===== config.mk =====
export PLATFORM = sky130hd
export DESIGN_NAME = rr_decode_arbiter
export DESIGN_NICKNAME = d
export VERILOG_FILES = /design/src/rtl/rr_decode_arbiter_pkg.sv /design/src/rtl/rr_decode_arbiter_decoder_3_8.sv /design/src/rtl/rr_decode_arbiter.sv
export SDC_FILE = /design/constraint.sdc
export NUM_CORES = 1
export LEC_CHECK = 0
export CORE_ASPECT_RATIO = 0.5
export CORE_MARGIN = 5
export CORE_UTILIZATION = 45
export DETAILED_ROUTE_END_ITERATION = 8
export PLACE_DENSITY = 0.69
export RECOVER_POWER = 25
export SLEW_MARGIN = 10
export SYNTH_ARGS = -nofsm -noshare
export SYNTH_HDL_FRONTEND = slang
export SYNTH_SLANG_ARGS = --single-unit

===== constraint.sdc =====
create_clock -name clk -period 3.4 [get_ports clk]
set_input_delay 0.85 -clock clk [delete_from_list [all_inputs] [get_ports clk]]
set_output_delay 0.85 -clock clk [all_outputs]
set_load 0.01 [all_outputs]

===== src/rtl/rr_decode_arbiter_pkg.sv =====
// -----------------------------------------------------------------------------
// rr_decode_arbiter_pkg
// Shared definitions for the round-robin decode arbiter:
//   - state_e          : arbiter state encoding (IDLE = no owner, BUSY = owned)
//   - hold_cnt_width() : width of the consecutive-grant counter for a given
//                        hold limit, never narrower than one bit
// -----------------------------------------------------------------------------
package rr_decode_arbiter_pkg;

    typedef enum logic {
        IDLE = 1'b0,
        BUSY = 1'b1
    } state_e;

    // Enough bits to count 0..max_hold; a zero limit still yields a 1-bit counter.
    function automatic int hold_cnt_width(input int max_hold);
        int w;
        w = $clog2(max_hold + 1);
        return (w < 1) ? 1 : w;
    endfunction

endpackage : rr_decode_arbiter_pkg


===== src/rtl/rr_decode_arbiter_decoder_3_8.sv =====
// -----------------------------------------------------------------------------
// decoder_3_8
// Shift-based N-to-2**N one-hot decoder (3-to-8 at the default N).
// Ports:
//   idx  input  [N-1:0]     binary index
//   dout output [2**N-1:0]  one-hot code with bit idx set
// Purely combinational.
// -----------------------------------------------------------------------------
module decoder_3_8 #(
    parameter int N = 3
) (
    input  logic [N-1:0]      idx,
    output logic [2**N-1:0]   dout
);

    localparam int NOUT = 2**N;

    // A single set LSB shifted into position gives the one-hot code.
    always_comb begin
        dout = {{(NOUT-1){1'b0}}, 1'b1} << idx;
    end

endmodule : decoder_3_8


===== src/rtl/rr_decode_arbiter.sv =====
// -----------------------------------------------------------------------------
// rr_decode_arbiter
// Round-robin arbiter sharing one resource among 2**N requesters. The winner
// index is found by a rotating-priority search starting just after the most
// recent owner, expanded to one-hot by decoder_3_8, and registered into gnt.
// The owner keeps the grant while it requests, up to MAX_HOLD consecutive
// cycles when someone else is waiting (MAX_HOLD = 0 means no limit).
// Ports:
//   clk        input   rising-edge clock
//   rst        input   synchronous active-high reset
//   req        input   [2**N-1:0] level-sensitive requests
//   gnt        output  [2**N-1:0] registered one-hot grant, zero when idle
//   gnt_idx    output  [N-1:0]    index of the current owner (valid with gnt_valid)
//   gnt_valid  output  high while a grant is held
// -----------------------------------------------------------------------------
module rr_decode_arbiter
    import rr_decode_arbiter_pkg::*;
#(
    parameter int N        = 3,
    parameter int MAX_HOLD = 4
) (
    input  logic              clk,
    input  logic              rst,
    input  logic [2**N-1:0]   req,
    output logic [2**N-1:0]   gnt,
    output logic [N-1:0]      gnt_idx,
    output logic              gnt_valid
);

    localparam int NREQ = 2**N;
    localparam int HW   = hold_cnt_width(MAX_HOLD);
    // Counter value on the last permitted consecutive cycle.
    localparam logic [HW-1:0] HOLD_LAST = HW'((MAX_HOLD == 0) ? 0 : MAX_HOLD - 1);

    // {found, index}: first requester after ptr, wrapping; ptr itself is checked last.
    function automatic logic [N:0] find_winner(input logic [NREQ-1:0] r,
                                               input logic [N-1:0]    ptr);
        logic [N:0]   res;
        logic [N-1:0] cand;
        res = {(N+1){1'b0}};
        for (int i = 1; i <= NREQ; i++) begin
            cand = ptr + N'(i);
            if (!res[N] && r[cand]) begin
                res = {1'b1, cand};
            end else begin
                res = res;
            end
        end
        return res;
    endfunction

    state_e             state_q,    state_d;
    logic [NREQ-1:0]    gnt_q,      gnt_d;
    logic [N-1:0]       gnt_idx_q,  gnt_idx_d;
    logic [N-1:0]       last_q,     last_d;
    logic [HW-1:0]      hold_cnt_q, hold_cnt_d;

    logic               owner_req_s;
    logic               others_s;
    logic               limit_hit_s;
    logic               rearb_s;
    logic [N:0]         win_s;
    logic [NREQ-1:0]    win_onehot_s;

    // Re-arbitration triggers: idle, owner release, or hold limit with contenders.
    always_comb begin
        owner_req_s = req[gnt_idx_q];
        others_s    = |(req & ~gnt_q);
        limit_hit_s = (MAX_HOLD != 0) && (hold_cnt_q == HOLD_LAST);
        rearb_s     = (state_q == IDLE) || !owner_req_s || (limit_hit_s && others_s);
        win_s       = find_winner(req, last_q);
    end

    decoder_3_8 #(
        .N (N)
    ) u_decoder (
        .idx  (win_s[N-1:0]),
        .dout (win_onehot_s)
    );

    // Next-state computation for ownership, pointer and hold counter.
    always_comb begin
        state_d    = state_q;
        gnt_d      = gnt_q;
        gnt_idx_d  = gnt_idx_q;
        last_d     = last_q;
        hold_cnt_d = hold_cnt_q;
        if (rearb_s) begin
            if (win_s[N]) begin
                state_d    = BUSY;
                gnt_d      = win_onehot_s;
                gnt_idx_d  = win_s[N-1:0];
                last_d     = win_s[N-1:0];
                hold_cnt_d = {HW{1'b0}};
            end else begin
                // Nobody requesting: drop the grant, keep idx and pointer.
                state_d    = IDLE;
                gnt_d      = {NREQ{1'b0}};
                hold_cnt_d = {HW{1'b0}};
            end
        end else begin
            if (MAX_HOLD == 0) begin
                hold_cnt_d = {HW{1'b0}};
            end else if (limit_hit_s) begin
                // Limit reached but uncontested: restart the count, never overflow.
                hold_cnt_d = {HW{1'b0}};
            end else begin
                hold_cnt_d = hold_cnt_q + HW'(1);
            end
        end
    end

    // State registers with synchronous reset; pointer resets so index 0 leads.
    always_ff @(posedge clk) begin
        if (rst) begin
            state_q    <= IDLE;
            gnt_q      <= {NREQ{1'b0}};
            gnt_idx_q  <= {N{1'b0}};
            last_q     <= {N{1'b1}};
            hold_cnt_q <= {HW{1'b0}};
        end else begin
            state_q    <= state_d;
            gnt_q      <= gnt_d;
            gnt_idx_q  <= gnt_idx_d;
            last_q     <= last_d;
            hold_cnt_q <= hold_cnt_d;
        end
    end

    assign gnt       = gnt_q;
    assign gnt_idx   = gnt_idx_q;
    assign gnt_valid = (state_q == BUSY);

endmodule : rr_decode_arbiter


==> impl_results.md <==
* Slew @ Worst Pin at 525.8 ps
* CP startpoint kind: input port
* Final setup fails at 0
* Core area at approximately 4000 um2
* Commonest cells post-synth: dfxtp_1, nor2_1, inv_1
* Final nets at ~280
* M1 wire length at around 2500 um
* Vias in the first global route at between 1.5k and 2k
* Leakage Power at between 1 and 1.5 nW
* Rows at 16
* Worst r2r src: last_q[0]
* Clock Pin Slew Worst Setup and Hold Paths at approximately 70 ps
* Wire per inst at 18.87 um
* Max Used Layer: met4
* Remaining Overflow, GRT at 0
* Synth top area share at 0.2004
* DRC viols at 0
* Metal3 WL at between 400 and 500 um
* Main flop type after synthesis: dfxtp_1
* Post-route minimum period at 3338 ps
* Crit. End Element: register
* All-Layer GR Usage at 0.2290
* Gate Count Post-Synth at about 200
* Syn Nets at 212
* Yosys cell types at 56
* Area growth, synth to finish at 43.08%
* Initial drt markers at ~160
* Initial antenna violation count at 0
* WP data arrival at around 3500 ps
* Die width at just under 100 um
* Clk sinks at 18
* Slew Limit Fails at 0
* Peak Freq at about 300 MHz
* Die Y at approximately 55 um
* Pin count of the biggest net entering global routing at 21
* Crit-path max FO at 6
* EDFF count, synth at 0
* CTS tree: done
* Post-DP HPWL at roughly 4200 um
* First-pass GRT wire length at 9825 um
* Number of max-cap violations at 0
* Final worst-path cycle share at 0.9817
* Reg-to-Reg End: gnt_idx[1]
* Register area share after synthesis at 0.2004
* Hold crit path type: reg2reg
* Syn avg cell area at just over 9 um2
* Clk_lat worst skew at roughly 250 ps
* Min-delay src: hold_cnt_q[0]
* Routed WL at between 5000 and 6000 um
* Fillers at around 310
* Maximum VDD drop at a little under 0.0007 V
* Yosys warns at 0
* Final hold violations at 0
* Share of cells above drive strength 1 at 0.3650
* Root Driver: clkbuf_8
* Most common cell in the netlist: dfxtp_1
* WL met2 at 2900 um
* Fraction of registers with async set/reset at 0
* Final Skew at 3.605 ps
* Slew HR at 0.6483
* Maximum buffer depth of the clock tree at 2
* Crit path launch: req[2]
* Htree depth at 1
* I/O pin count at 22
* CP endpoint: gnt_idx[1]
* # port buffers at 21
* Placed cells at 309
* Synth area leader: dfxtp_1
* Number of CTS-inserted buffers at 3
* Kind of critical path: in2reg
* Vias per cell at between 6 and 7
* Diodes inserted at 0
* Reg2Reg Setup Slack at 220 ps
* RePlAce Congestion at between 0.8 and 0.9
* Synth top area cells: dfxtp_1, mux4_2, mux2_2
* Post-route setup TNS at 0 ps
* Mapped cell area at 1798 um2
* Yosys reg bits at 18
* Pwr dens at 1069 nW/um2
* Cell Count, Final, Fillers Out at around 320
* Full die area at roughly 5400 um2
* Number of antenna-violating nets in the routed design at 0
* Via Count at ~2.0k
* Worst EP required at roughly 3500 ps
* DRT Pass-1 Iters at 4
* Reg2reg path depth at 10
* Starting density of the core at 0.4630
* Status: completed
-- layout by cell type, fill, tap and decap left out, drive strengths merged, types with 5 or more instances in the layout --
cell / instances
nor2: 16
clkdlybuf4s50: 10
nand3: 8
o22ai: 5
buf: 51
dfxtp: 18
a32o: 5
nand2: 10
a21oi: 5
o21ai: 5
nor3: 7
mux2i: 8
dlygate4sd3: 7
inv: 14
mux2: 8
mux4: 13
-- what timing repair did --
item,in CTS,in global routing
buffers inserted,4,0
pin swaps,2,5
setup endpoints to repair,9,13
cloned,1,0
hold buffers,0,0
resized for setup,13,13
-- worst min path at each step --
| stage | end | cells after the start |
|---|---|---|
| 2_1_floorplan | hold_cnt_q[0] | 1 |
| 3_3_place_gp | hold_cnt_q[0] | 1 |
| 3_5_place_dp | hold_cnt_q[0] | 1 |
| 4_1_cts | hold_cnt_q[0] | 1 |
| 5_1_grt | hold_cnt_q[0] | 1 |
| 6_report | hold_cnt_q[0] | 1 |
-- logic make-up after synthesis --
| family | after synthesis | share of synthesized area |
|---|---|---|
| and+or+nand+nor | 62 | 0.1768 |
| AOI/OAI and AO/OA | 56 | 0.2596 |
| muxes | 29 | 0.2575 |
| buffers and inverters | 25 | 0.05845 |
| DFF | 18 | 0.2004 |
| xor gates and xnor gates | 4 | 0.01949 |
| adders and majority gates | 4 | 0.02784 |
-- layer usage --
layer | vias up | global-route usage
li1 | 928 | -
met1 | 956 | 0.2914
met5 | - | 0
met3 | 13 | 0.04580
met2 | 101 | 0.4044
met4 | 0 | 0.06576
-- where the power goes --
group          switching [mW]  leakage, nW  internal [mW]
registers              0.0635        0.148          0.281
logic                    1.15        0.902           1.11
clock network          0.0650       0.0216         0.0785
-- state kept, by name, summed over array words and instances, names as in the netlist --
name / cells
gnt_idx: 3
gnt_valid: 1
last_q: 3
gnt: 8
hold_cnt_q: 3
-- critical path: stages --
cell	delay, ps
clkdlybuf4s50_1	470
buf_4	150
inv_1	60
mux4_2	510
a211o_1	360
a31oi_1	350
a41oi_4	220
o221ai_4	280
buf_4	170
o21ai_1	50
-- area by class of cell --
type                    count  area (um2)  share of cell area
repair buffers             72       591.8              0.2301
inverters                  14       52.55             0.02043
well taps                  54       67.56             0.02626
clock buffers               3       41.29             0.01605
flip-flops and latches     18       360.3              0.1401
multi-input cells         156        1459              0.5671
-- metrics by stage --
step	utilization	hold WS, ps	instance area, um2	worst slack, ps	power [mW]
after CTS	0.6505	440.5	2526	17.16	2.618
after global placement	0.6150	409.7	2389	-232.3	2.256
after floorplan	-	408.0	1810	47.98	1.550
after detailed placement	0.6150	431.0	2389	-330.9	2.298
after global routing	0.6624	472.7	2572	-20.42	2.919
final	0.6624	437.2	2572	62.13	2.750
Note: power is estimated with default switching activity, not from simulation.
